### src/rtl/div_pkg.sv
// Shared definitions for the sequential restoring divider:
// FSM state encoding, default widths and the divide-by-zero quotient.
package div_pkg;

  localparam int DIV_WIDTH = 8;
  localparam int DIV_CNT_W = 4;

  localparam logic [DIV_WIDTH-1:0] DBZ_QUOTIENT = '1;

  typedef enum logic [1:0] {
    IDLE = 2'b00,
    RUN  = 2'b01,
    DONE = 2'b10
  } div_state_t;

endpackage

### src/rtl/div_step.sv
// One restoring-division iteration: shift in the next dividend bit,
// trial-subtract the divisor, and keep the difference only if it did not borrow.
module div_step #(
  parameter int WIDTH = 8
) (
  input  logic [WIDTH-1:0] r,
  input  logic             q_msb,
  input  logic [WIDTH-1:0] d,
  output logic [WIDTH-1:0] r_next,
  output logic             q_bit
);

  logic [WIDTH:0] shifted;
  logic [WIDTH:0] trial;

  // The extra top bit only carries the borrow; the restored remainder
  // is always below the divisor, so it fits back into WIDTH bits.
  always_comb begin
    shifted = {r, q_msb};
    trial   = shifted - {1'b0, d};
    q_bit   = ~trial[WIDTH];
    r_next  = q_bit ? trial[WIDTH-1:0] : shifted[WIDTH-1:0];
  end

endmodule

### src/rtl/seq_divider.sv
// Multi-cycle unsigned restoring divider with start/busy/done handshake;
// one quotient bit per clock, divide-by-zero answered immediately.
module seq_divider
  import div_pkg::*;
#(
  parameter int WIDTH = DIV_WIDTH,
  parameter int CNT_W = DIV_CNT_W
) (
  input  logic             clk,
  input  logic             rst,
  input  logic             start,
  input  logic [WIDTH-1:0] dividend,
  input  logic [WIDTH-1:0] divisor,
  output logic             busy,
  output logic             done,
  output logic [WIDTH-1:0] quotient,
  output logic [WIDTH-1:0] remainder,
  output logic             div_by_zero
);

  div_state_t state, state_next;

  logic [WIDTH-1:0] q_reg;
  logic [WIDTH-1:0] d_reg;
  logic [WIDTH-1:0] r_reg;
  logic [CNT_W-1:0] cnt;
  logic [WIDTH-1:0] r_next;
  logic             q_bit;
  logic             last_iter;

  div_step #(.WIDTH(WIDTH)) u_step (
    .r      (r_reg),
    .q_msb  (q_reg[WIDTH-1]),
    .d      (d_reg),
    .r_next (r_next),
    .q_bit  (q_bit)
  );

  assign last_iter = (cnt == CNT_W'(WIDTH - 1));
  assign busy      = (state == RUN);
  assign done      = (state == DONE);

  always_ff @(posedge clk) begin
    if (rst) state <= IDLE;
    else     state <= state_next;
  end

  always_comb begin
    state_next = state;
    case (state)
      IDLE: if (start) state_next = (divisor == '0) ? DONE : RUN;
      RUN:  if (last_iter) state_next = DONE;
      DONE: state_next = IDLE;
      default: state_next = IDLE;
    endcase
  end

  // Datapath: operands are captured only on an accepted start, results
  // are written only on completion and otherwise held.
  always_ff @(posedge clk) begin
    if (rst) begin
      q_reg       <= '0;
      d_reg       <= '0;
      r_reg       <= '0;
      cnt         <= '0;
      quotient    <= '0;
      remainder   <= '0;
      div_by_zero <= 1'b0;
    end else begin
      case (state)
        IDLE: begin
          if (start) begin
            q_reg <= dividend;
            d_reg <= divisor;
            r_reg <= '0;
            cnt   <= '0;
            if (divisor == '0) begin
              quotient    <= DBZ_QUOTIENT;
              remainder   <= dividend;
              div_by_zero <= 1'b1;
            end
          end
        end
        RUN: begin
          r_reg <= r_next;
          q_reg <= {q_reg[WIDTH-2:0], q_bit};
          cnt   <= cnt + 1'b1;
          if (last_iter) begin
            quotient    <= {q_reg[WIDTH-2:0], q_bit};
            remainder   <= r_next;
            div_by_zero <= 1'b0;
          end
        end
        default: ;
      endcase
    end
  end

endmodule
### config.mk
export PLATFORM = sky130hd
export DESIGN_NAME = seq_divider
export DESIGN_NICKNAME = d
export VERILOG_FILES = /design/src/rtl/div_pkg.sv /design/src/rtl/div_step.sv /design/src/rtl/seq_divider.sv
export SDC_FILE = /design/constraint.sdc
export NUM_CORES = 1
export LEC_CHECK = 0
export CAP_MARGIN = 20
export CORE_UTILIZATION = 54
export DETAILED_ROUTE_END_ITERATION = 10
export GPL_TIMING_DRIVEN = 1
export HOLD_SLACK_MARGIN = 0.06
export PLACE_DENSITY = 0.8
export SYNTH_ARGS = -nofsm -noshare
export SYNTH_HDL_FRONTEND = slang
export SYNTH_SLANG_ARGS = --single-unit
### constraint.sdc
create_clock -name clk -period 2.82 [get_ports clk]
set_input_delay 0.564 -clock clk [delete_from_list [all_inputs] [get_ports clk]]
set_output_delay 0.564 -clock clk [all_outputs]
set_load 0.02 [all_outputs]
==> results.toml <==
[run_status]
status = "complete, no violations"

[hold_path]
min_to = "d_reg[1]"
holdPathStages = 2
hold_class = "flop to flop"
holdCritStartpoint = "d_reg[1]"

[floorplanning]
die-area_um2 = 4870
fp.dieW_um = 69.8
fp.dieH_um = 69.8
num_rows = 24
start_util_pct = 56.6
core_um2 = 4380
pin_count = 38

[detailed_routing]
vias = 2414
ant_nets = 0
wl_per_cell_um = 15.7
totalWireLength_mm = 6.26
via_per_inst = 6.07
drt_first_pass_iters = 4
drc = 0
drt_iter0_drc = 185

[clock_tree]
clkTransAtPathRegs_ns = 0.09
cts-resized-gates = 0
postCtsSetupRepairBufs = 0
cts_buffers = 5
htreeDepth = 2
cts_sinks = 47
cts_hold_buffers = 0
clock_latency_ns = 0.30
cts_tree = "built"
cts_root_buffer = "clkbuf_8"
cts_max_path_buffers = 2

[critical_path]
r2r_cells = 9
arrival_ns = 2.79
worstPathMaxFanout = 9
r2r_start = "q_reg[7]"
worstSetupStartpointType = "flop"
critPathKind = "flop to flop"
crit_path_end_kind = "flop"
regToRegEndpoint = "remainder[1]"
required_ns = 3.05
rrSetupSlack_ns = 0.26

[timing]
slew_headroom_pct = 62.6
timing_max_transition_violations_final = 0
tns_ns = 0
skew_ns = 0.00579
min_period_ns = 2.56
hold_viol_final = 0
maxClockFrequency_ghz = 0.391
rsz0062_at_grt = "false"
setup_viol = 0
period_share_pct = 90.7
tightest_slew_ns = 0.560

[power_and_ir_drop]
p_leak_nw = 1.12
peakVddDrop_v = 0.000494
power.density_nw_per_um2 = 593

[placed_design]
hpwlAfterDp_mm = 4.59
port_buffers = 37
place_congestion = 0.873
place_area_um2 = 2880

[global_routing]
grt_overflow = 0
grt_pass1_vias = 2218
antenna_found_initial = 0
grtUsageTotal_pct = 26.9
grt_pass1_wl_mm = 10.5
grt_max_degree = 27

[cells_and_area]
register_area_um2 = 941
num_antenna_cells = 0
synthToLayoutAreaGrowth_pct = 19.5
multi_input_area_um2 = 1400
fill_cells = 387
fin_area_um2 = 2970
fin_nets = 374
drive_gt1_share_pct = 6.94

[synth]
synth_flop_cell = "dfxtp_1"
ys.warnings.count = 0
synth-seq-cells = 47
yosysSeqAreaShare_pct = 37.9
syn_inst = 313
synth_cell_type_count = 56
synth_area_per_cell_um2 = 7.93
syn_nets = 342
netlist_area_um2 = 2480
async_flop_share_pct = 0
synth_edf_count = 0

[job]
maxCapViolations = 0
-- layout make-up --
cell class	count	share of cell area [%]
clock buffers	5	2.32
multi-input cells	232	47.1
flip-flops and latches	47	31.7
inverters	16	2.02
repair buffers	43	14.0
clock inverters	3	0.633
well taps	52	2.19
-- stage by stage --
step | setup slack, ns | util [%] | std cells | hold WS, ns | power [mW]
2_1_floorplan | 0.554 | - | 313 | 0.436 | 1.20
3_3_place_gp | 0.279 | 65.7 | 390 | 0.444 | 1.34
3_5_place_dp | 0.238 | 65.7 | 390 | 0.448 | 1.35
4_1_cts | 0.286 | 67.7 | 398 | 0.461 | 1.75
5_1_grt | 0.136 | 67.7 | 398 | 0.487 | 1.85
6_report | 0.262 | 67.7 | 398 | 0.460 | 1.76
-- Yosys cell counts, types with 2 or more instances --
cell type	n	share of area (%)
inv_1	15	2.3
nor3_1	2	0.40
o2111ai_1	2	0.71
or4_1	2	0.60
nand2_1	56	8.5
or3_1	2	0.50
a311oi_1	6	2.1
o21ai_1	3	0.60
a22oi_1	2	0.60
and2_1	2	0.50
nor2_1	32	4.8
a211oi_1	11	3.3
clkbuf_1	11	1.7
nor2b_1	3	0.76
buf_2	4	0.81
mux2i_1	3	1.2
dfxtp_1	47	38
or2_2	2	0.50
mux2_2	2	0.91
a21oi_1	20	4.0
nand4b_1	2	0.71
ha_1	9	4.5
o21ai_0	20	4.0
nand2b_1	5	1.3
o211a_1	3	1.2
o211ai_1	8	2.4
a31oi_1	7	1.8
nand3_1	2	0.40
a211o_1	3	1.1
-- how the worst max path moves through the flow --
stage	endpoint	start	slack, ns
CTS	remainder[1]	q_reg[7]	0.29
finish	remainder[1]	q_reg[7]	0.26
floorplan	remainder[1]	q_reg[7]	0.55
global route	remainder[1]	q_reg[7]	0.14
detailed placement	quotient[5]	divisor[0]	0.24
global placement	remainder[1]	divisor[0]	0.28
-- placed cells by master (no fill, tap or decap), types with 2 or more instances in the layout --
cell,netlist,final
clkbuf_8,0,5
a21oi_1,20,20
or2_2,2,2
a211oi_1,11,11
a211o_1,3,3
clkdlybuf4s50_1,0,37
nor2b_1,3,3
nor3_1,2,2
clkinv_2,0,2
o2111ai_1,2,2
and2_1,2,2
nor2_1,32,32
buf_4,1,6
dfxtp_1,47,47
a31oi_1,7,7
o211a_1,3,3
a311oi_1,6,6
a22oi_1,2,2
nand4b_1,2,2
inv_1,15,15
o21ai_0,20,20
or3_1,2,2
or4_1,2,2
ha_1,9,9
mux2i_1,3,3
nand2b_1,5,5
nand3_1,2,2
nand2_1,56,56
o21ai_1,3,3
o211ai_1,8,8
mux2_2,2,2
-- worst max-delay path: stages (launching register included) --
cell,delay (ns)
dfxtp_1,0.34
inv_1,0.06
ha_1,0.17
inv_1,0.06
fa_1,0.42
a211oi_2,0.33
o211a_1,0.26
o211a_1,0.37
mux2_4,0.34
a31oi_2,0.15
-- report_power, final --
group          leakage (nW)  internal [mW]  total, mW  switching (mW)
logic                 0.690          0.241      0.582           0.341
clock network        0.0483          0.175      0.415           0.240
registers             0.384          0.718      0.763          0.0453
total                  1.12           1.13       1.76           0.626
-- kinds of logic after synthesis --
family	after synthesis	synth area share, %
XOR/XNOR	1	0.353
flip-flops	47	37.9
AND/OR/NAND/NOR	114	20.0
buffers and inverters	34	5.80
AO/OA/AOI/OAI	101	27.9
adder cells (fa/ha/maj)	10	5.34
multiplexers	6	2.72
-- routing by layer --
| layer | part of all wire [%] | track usage (%) | vias to the layer above |
|---|---|---|---|
| met5 | 0 | 0 | - |
| met4 | 1.4 | 8.00 | 0 |
| met3 | 6.4 | 5.38 | 11 |
| met2 | 48 | 43.3 | 93 |
| met1 | 44 | 36.6 | 1123 |
| li1 | - | - | 1187 |
(Power assumes the default switching activity.)
